[src/rtl/sweep_step_scheduler_pkg.sv]
// Shared definitions for the frequency sweep step scheduler.
// Holds default widths and FSM state encodings.
package sweep_step_scheduler_pkg;

  localparam int FREQ_W_DEF = 32;
  localparam int FRAC_W_DEF = 32;
  localparam int CNT_W_DEF  = 32;
  localparam int DLY_W_DEF  = 16;

  localparam logic [2:0] S_IDLE    = 3'd0;
  localparam logic [2:0] S_LOAD    = 3'd1;
  localparam logic [2:0] S_SETTLE  = 3'd2;
  localparam logic [2:0] S_ACQUIRE = 3'd3;
  localparam logic [2:0] S_ADVANCE = 3'd4;
  localparam logic [2:0] S_DONE    = 3'd5;

endpackage

[src/rtl/sweep_step_scheduler_cycle_timer.sv]
// Down-counter used for settle and acquire windows.
// Ports: clk, reset (sync, high), load/load_val, en (decrement), done (count==1).
module cycle_timer #(
  parameter int W = 16
) (
  input  logic         clk,
  input  logic         reset,
  input  logic         load,
  input  logic [W-1:0] load_val,
  input  logic         en,
  output logic         done
);

  logic [W-1:0] cnt_q;
  logic [W-1:0] cnt_d;

  always_comb begin
    cnt_d = cnt_q;
    if (load) begin
      cnt_d = load_val;
    end else if (en && cnt_q != '0) begin
      cnt_d = cnt_q - W'(1);
    end
  end

  always_ff @(posedge clk) begin
    if (reset) begin
      cnt_q <= '0;
    end else begin
      cnt_q <= cnt_d;
    end
  end

  // Flags the last cycle of the window so the FSM leaves on time.
  assign done = (cnt_q == W'(1));

endmodule

[src/rtl/sweep_step_scheduler.sv]
// Sequences a discrete frequency sweep (or continuous hold) for DAC/ADC.
// Ports: clk_50, reset, start_cmd/stop_cmd, mode + sweep params in;
//   freq_word, freq_valid, ADC_acquire, running, sweep_done out.
module sweep_step_scheduler
  import sweep_step_scheduler_pkg::*;
#(
  parameter int FREQ_W = FREQ_W_DEF,
  parameter int FRAC_W = FRAC_W_DEF,
  parameter int CNT_W  = CNT_W_DEF,
  parameter int DLY_W  = DLY_W_DEF
) (
  input  logic                     clk_50,
  input  logic                     reset,
  input  logic                     start_cmd,
  input  logic                     stop_cmd,
  input  logic                     mode_nCont_disc,
  input  logic [FREQ_W-1:0]        frequency_initial,
  input  logic [FREQ_W-1:0]        frequency_final,
  input  logic [FREQ_W+FRAC_W-1:0] frequency_step,
  input  logic [CNT_W-1:0]         step_counter,
  input  logic [DLY_W-1:0]         dem_delay,
  output logic [FREQ_W-1:0]        freq_word,
  output logic                     freq_valid,
  output logic                     ADC_acquire,
  output logic                     running,
  output logic                     sweep_done
);

  localparam int ACC_W = FREQ_W + FRAC_W;

  logic [2:0]        state_q, state_d;
  logic [ACC_W-1:0]  acc_q, acc_d;
  logic [FREQ_W-1:0] freq_q, freq_d;
  logic [FREQ_W-1:0] final_q, final_d;
  logic [ACC_W-1:0]  step_q, step_d;
  logic [CNT_W-1:0]  win_q, win_d;
  logic [DLY_W-1:0]  dly_q, dly_d;
  logic              cont_q, cont_d;

  logic [ACC_W:0]    nxt;
  logic [FREQ_W-1:0] nxt_int;
  logic              sweep_end;
  logic [CNT_W-1:0]  win_len;
  logic              acq_load;
  logic              settle_done;
  logic              acq_done;

  // Extra top bit catches accumulator wrap past the integer range.
  assign nxt     = {1'b0, acc_q} + {1'b0, step_q};
  assign nxt_int = nxt[ACC_W-1:FRAC_W];
  assign sweep_end = nxt[ACC_W]
                   | (nxt_int > final_q)
                   | (step_q == '0);

  assign win_len = (win_q == '0) ? CNT_W'(1) : win_q;

  always_comb begin
    state_d  = state_q;
    acc_d    = acc_q;
    freq_d   = freq_q;
    final_d  = final_q;
    step_d   = step_q;
    win_d    = win_q;
    dly_d    = dly_q;
    cont_d   = cont_q;
    acq_load = 1'b0;

    unique case (state_q)
      S_IDLE: begin
        if (start_cmd && !stop_cmd) begin
          final_d = frequency_final;
          step_d  = frequency_step;
          win_d   = step_counter;
          dly_d   = dem_delay;
          cont_d  = ~mode_nCont_disc;
          acc_d   = {frequency_initial, {FRAC_W{1'b0}}};
          // Registered word lands together with the LOAD-cycle pulse.
          freq_d  = frequency_initial;
          state_d = S_LOAD;
        end
      end
      S_LOAD: begin
        if (dly_q == '0) begin
          acq_load = 1'b1;
          state_d  = S_ACQUIRE;
        end else begin
          state_d = S_SETTLE;
        end
      end
      S_SETTLE: begin
        if (settle_done) begin
          acq_load = 1'b1;
          state_d  = S_ACQUIRE;
        end
      end
      S_ACQUIRE: begin
        if (!cont_q && acq_done) begin
          state_d = S_ADVANCE;
        end
      end
      S_ADVANCE: begin
        if (sweep_end) begin
          state_d = S_DONE;
        end else begin
          acc_d   = nxt[ACC_W-1:0];
          freq_d  = nxt_int;
          state_d = S_LOAD;
        end
      end
      S_DONE: begin
        state_d = S_IDLE;
      end
      default: begin
        state_d = S_IDLE;
      end
    endcase

    // Abort wins over any step progress and keeps the current word.
    if (stop_cmd && state_q != S_IDLE) begin
      state_d  = S_IDLE;
      acc_d    = acc_q;
      freq_d   = freq_q;
      acq_load = 1'b0;
    end
  end

  always_ff @(posedge clk_50) begin
    if (reset) begin
      state_q <= S_IDLE;
      acc_q   <= '0;
      freq_q  <= '0;
      final_q <= '0;
      step_q  <= '0;
      win_q   <= '0;
      dly_q   <= '0;
      cont_q  <= 1'b0;
    end else begin
      state_q <= state_d;
      acc_q   <= acc_d;
      freq_q  <= freq_d;
      final_q <= final_d;
      step_q  <= step_d;
      win_q   <= win_d;
      dly_q   <= dly_d;
      cont_q  <= cont_d;
    end
  end

  cycle_timer #(.W(DLY_W)) u_settle (
    .clk      (clk_50),
    .reset    (reset),
    .load     (state_q == S_LOAD),
    .load_val (dly_q),
    .en       (state_q == S_SETTLE),
    .done     (settle_done)
  );

  cycle_timer #(.W(CNT_W)) u_acq (
    .clk      (clk_50),
    .reset    (reset),
    .load     (acq_load),
    .load_val (win_len),
    .en       (state_q == S_ACQUIRE),
    .done     (acq_done)
  );

  assign freq_word   = freq_q;
  assign freq_valid  = (state_q == S_LOAD);
  assign ADC_acquire = (state_q == S_ACQUIRE);
  assign running     = (state_q != S_IDLE) && (state_q != S_DONE);
  assign sweep_done  = (state_q == S_DONE);

endmodule
[config.mk]
export PLATFORM = sky130hd
export DESIGN_NAME = sweep_step_scheduler
export DESIGN_NICKNAME = d
export VERILOG_FILES = /design/src/rtl/sweep_step_scheduler_pkg.sv /design/src/rtl/sweep_step_scheduler_cycle_timer.sv /design/src/rtl/sweep_step_scheduler.sv
export SDC_FILE = /design/constraint.sdc
export NUM_CORES = 1
export LEC_CHECK = 0
export ABC_AREA = 1
export ABC_CLOCK_PERIOD_IN_PS = 5100
export CORE_MARGIN = 1.5
export CORE_UTILIZATION = 50
export DETAILED_ROUTE_END_ITERATION = 16
export HOLD_SLACK_MARGIN = 0.12
export PLACE_DENSITY = 0.78
export SLEW_MARGIN = 20
export SYNTH_ARGS = -nofsm -noshare
export SYNTH_HDL_FRONTEND = slang
export SYNTH_SLANG_ARGS = --single-unit
[constraint.sdc]
create_clock -name clk_50 -period 5.1 [get_ports clk_50]
set_input_delay 1.02 -clock clk_50 [delete_from_list [all_inputs] [get_ports clk_50]]
set_output_delay 1.02 -clock clk_50 [all_outputs]
set_load 0.05 [all_outputs]
==> results summary <==
The worst hold path passes through 2 cells. The maximum level of the CTS H-tree is 1. The synthesized instance count is 3182.

The total global routing overflow is 0. The post-route setup TNS came out at 0 ps. The number of warning messages in the yosys log is 0.

The die extent in y came out at 198 microns. The post-synthesis to final-layout area growth is 17.5%. The nature of the critical path endpoint is a flop. Summed over all nets, the half-perimeter wirelength after detailed placement is 49100 microns. The worst path meets setup with 423 ps of slack. For this run, the slowest stage of the critical path takes 390 ps.

Buffers placed on the I/O ports in this run total 216. The number of vias after detailed routing came out at 20000. The final cell area excluding filler cells came out at 22300 sq um. The share of total power dissipated in combinational logic is 52.5%.

The post-cts sizing count came out at 0. The remaining max-slew budget at the tightest pin came out at a little under a third. The met2 layer usage reported by global route is 54.6%. The power density over the cells is 488 nW/um^2. Summed over all nets, the switching power comes to 4.86 mW. The flow ran to the end, and the final reports show no timing, DRC or antenna violations. In the global route stage, met3 resource usage came out at 3.06%. In the post-synthesis netlist, the biggest area contributors are dfxtp_1, nand2_1, inv_1. The worst register-to-register path ends at acc_q[31]. The combined area of all synthesized cells came out at 18900 sq um.

The buffer depth of the longest clock path is 3. Among all flip-flop cells after synthesis, the most frequent one is dfxtp_1. Each instance of the synthesized netlist takes up on average 5.96 sq um.

At the placement stage, the worst setup path has a slack of 289 ps. The die area came out at slightly below 40000 sq um. Among cell families on the critical path, the largest total delay comes from simple AND/OR/NAND/NOR gates. The post-detailed-placement cell area came out at 21200 sq um.

The cell at the slowest stage of the critical path is nor4_2. The worst setup path is launched from a flop. The leakage dissipation came out at 11.3 nW. The path with the worst hold slack has its endpoint at final_q[26].

Counting the fill cells in the layout gives 3780. Clock tree synthesis inserted a total of 30 buffers. Counting flops and latches in the post-synthesis netlist gives 260. The clock network is responsible for 21.2% of the overall power.

After the last flow step, the layout net total stands at 3594. In this run the most used layer during global routing was met2. The hold buffer count at CTS came out at 0. In the finished design, the share of the clock period the worst path needs comes to between 90% and 100%.

The via count of the first global-routing pass is 19100. The net count after synthesis is 3464. The number of clock sinks is 260. The switching part of the total power came out at between 40 and 50%. The initial core utilization came out at 50.5%. Cells fill between 50 and 60% of the core in the end. The most used cell along the critical path is nand2_1. TritonCTS built the clock tree. The max-slew violation count came out at 0. The synthesized design spends more area on one cell type than any other, namely dfxtp_1. By startpoint and endpoint, the worst setup path is classified as flop to flop. For this block, the initial DRC count from the detailed router was 1508. The number of cells on the worst reg-to-reg path came out at 27. The maximum number of pins on one net before global-route repair came out at 96. The minimum clock period after layout came out at 4680 ps. The number of remaining DRC errors came out at 0. The proportion of register bits with asynchronous set or reset after synthesis came out at 0%. Timing would allow up to 0.214 GHz. The number of placed instances, taps included, is roughly 3800. The register-to-register path setup slack is between 400 and 500 ps.

At the worst endpoint, the arrival time is 5160 ps. The total core area came out at 37500 sq um. The worst register-to-register path begins at acc_q[0]. The die extent in x came out at 198 microns. The tool flagged a number of max-cap violations equal to 0. The number of antenna violations at the first check in global routing came out at 1. The count of antenna-violating nets left after detailed routing is 0.

The count of TritonRoute iterations in the first routing pass is 8. In this run the worst hold path is classified as flop to flop. The number of hold violations in the final report came out at 0. The boundary pin count came out at 217. For this run, the total global-route usage over all layers was measured as 31.7%.

The final cell count without fillers is 3845. The number of synthesized flops with an enable pin came out at 0. At the worst endpoint, the required time is 5580 ps. Setup violations remaining at the end of the flow were counted as 0. The fraction of met1 tracks used by global routing came out at 42.4%. The number of library cell types mapped by synthesis came out at 46. The design internal power came out at 6.01 mW. The root buffer cell chosen for the clock tree is clkbuf_16.

After clock tree synthesis, the clock-pin slew on the worst setup and hold paths is 60 ps. The final setup skew came out at roughly 19 ps. The maximum VDD drop came out at 0.000573 V. After detailed routing, the average wire length per cell comes to approximately 16 microns. The actual slew at the worst max-slew pin came out at 1050 ps. The worst path buffer plus inverter count is 3. The startpoint identified for the worst hold timing path is final_q[26]. The number of setup buffers added after CTS is 0.

Sequential cells burn roughly a quarter of the power. The clock insertion delay at the later pin of the skew report is 590 ps. The final estimated routing congestion in global placement is 0.989.

Setup repair after global routing left no endpoint under its margin. The share of synthesized area occupied by flip-flops and latches came out at 27.5%. The share of Yosys cell area claimed by the top area cell type is 27.5%. The wire length of the first global-routing pass is between 90000 and 100000 microns. The routed via count divided by cell count came out at 5.20. Row generation in the floorplan step produced 71 rows. The share of final-layout standard cells stronger than drive strength 1 is 4.71%. The routed wire length came out at 63100 microns. Of all nets on the critical path, the largest fanout is 67. The number of antenna repair diodes is 0.
==> power groups by stage <==
stage          logic, mW  registers, mW  clock network, mW
3_3_place_gp        5.49           2.88                  0
2_1_floorplan       4.38           2.78                  0
6_report            5.70           2.86               2.30
5_1_grt             6.40           2.91               2.42
3_5_place_dp        5.61           2.89                  0
4_1_cts             5.66           2.86               2.33
==> registers in the layout, indices dropped and copies added (netlist names) <==
name and count:
u_settle.cnt_q 16, step_q 64, state_q 3, dly_q 16, cont_q 1, u_acq.cnt_q 32, win_q 32, final_q 32
acc_q 64
==> final cells by class <==
class	count	area [sq um]	share of cell area [%]
Clock buffer	42	907	4.07
Clock inverter	12	153	0.685
Inverter	482	1820	8.17
Multi-Input combinational cell	2303	11200	50.3
Sequential cell	260	5200	23.4
Tap cell	511	639	2.87
Timing Repair Buffer	235	2340	10.5
==> worst reg2reg max path, delay by kind of cell (launching register included) <==
kind                       cells  cell delay, ps
and+or+nand+nor               21            2850
adders and majority gates      3             890
buffers and inverters          3             500
DFF                            1             350
==> cell usage after synthesis, types with 2 or more instances <==
master,number
a21o_1,3
a21oi_1,198
a21oi_2,31
a31oi_1,8
and2_1,31
buf_1,3
buf_2,5
buf_4,46
buf_6,7
clkbuf_1,76
dfxtp_1,260
ha_1,100
inv_1,477
inv_2,5
nand2_1,902
nand2_2,11
nand2_4,2
nand3_1,146
nand3_2,2
nand3b_1,32
nand4_1,34
nor2_1,439
nor2_2,10
nor3_1,29
nor4_1,10
o211ai_1,13
o21a_1,2
o21ai_0,236
o21ai_1,2
o21bai_1,6
or2_2,19
xnor2_1,13
xor2_1,11
==> cells by family after synthesis <==
| kind of cell | Yosys count | share of synthesized area [%] |
|---|---|---|
| simple gates | 1672 | 36.7 |
| buf+inv | 619 | 13.5 |
| compound gates | 506 | 14.5 |
| flops | 260 | 27.5 |
| fa+ha+maj | 101 | 6.71 |
| xor+xnor | 24 | 1.11 |
==> worst max path at each step <==
stage | slack, ps | cells past startpoint | startpoint | to
after global placement | 340 | 27 | acc_q[0] | acc_q[31]
after CTS | 250 | 26 | acc_q[2] | acc_q[31]
after floorplan | 1720 | 31 | acc_q[0] | acc_q[0]
final | 420 | 27 | acc_q[0] | acc_q[31]
after detailed placement | 290 | 26 | acc_q[2] | acc_q[31]
after global routing | 70 | 28 | acc_q[2] | acc_q[52]
==> routing by layer <==
metal | up-vias | routed length (microns) | part of all wire [%]
met5 | - | 13 | 0.021
met4 | 2 | 1640 | 2.6
met3 | 98 | 3240 | 5.1
met2 | 557 | 29500 | 47
met1 | 9106 | 28800 | 46
li1 | 10200 | - | -
==> through the flow <==
step	hold slack, ps	total power [mW]
6_report	464	10.9
5_1_grt	481	11.7
4_1_cts	463	10.8
3_5_place_dp	455	8.50
3_3_place_gp	448	8.36
2_1_floorplan	435	7.16
==> cells in the final DEF (no fill, tap or decap), drive strengths merged, types with 42 or more instances in the layout <==
cell type	count
a21oi	229
nand2	915
o21ai	240
ha	100
nand3	148
clkdlybuf4s50	216
dfxtp	260
clkbuf	42
nor2	450
inv	485
(Power assumes the default switching activity.)
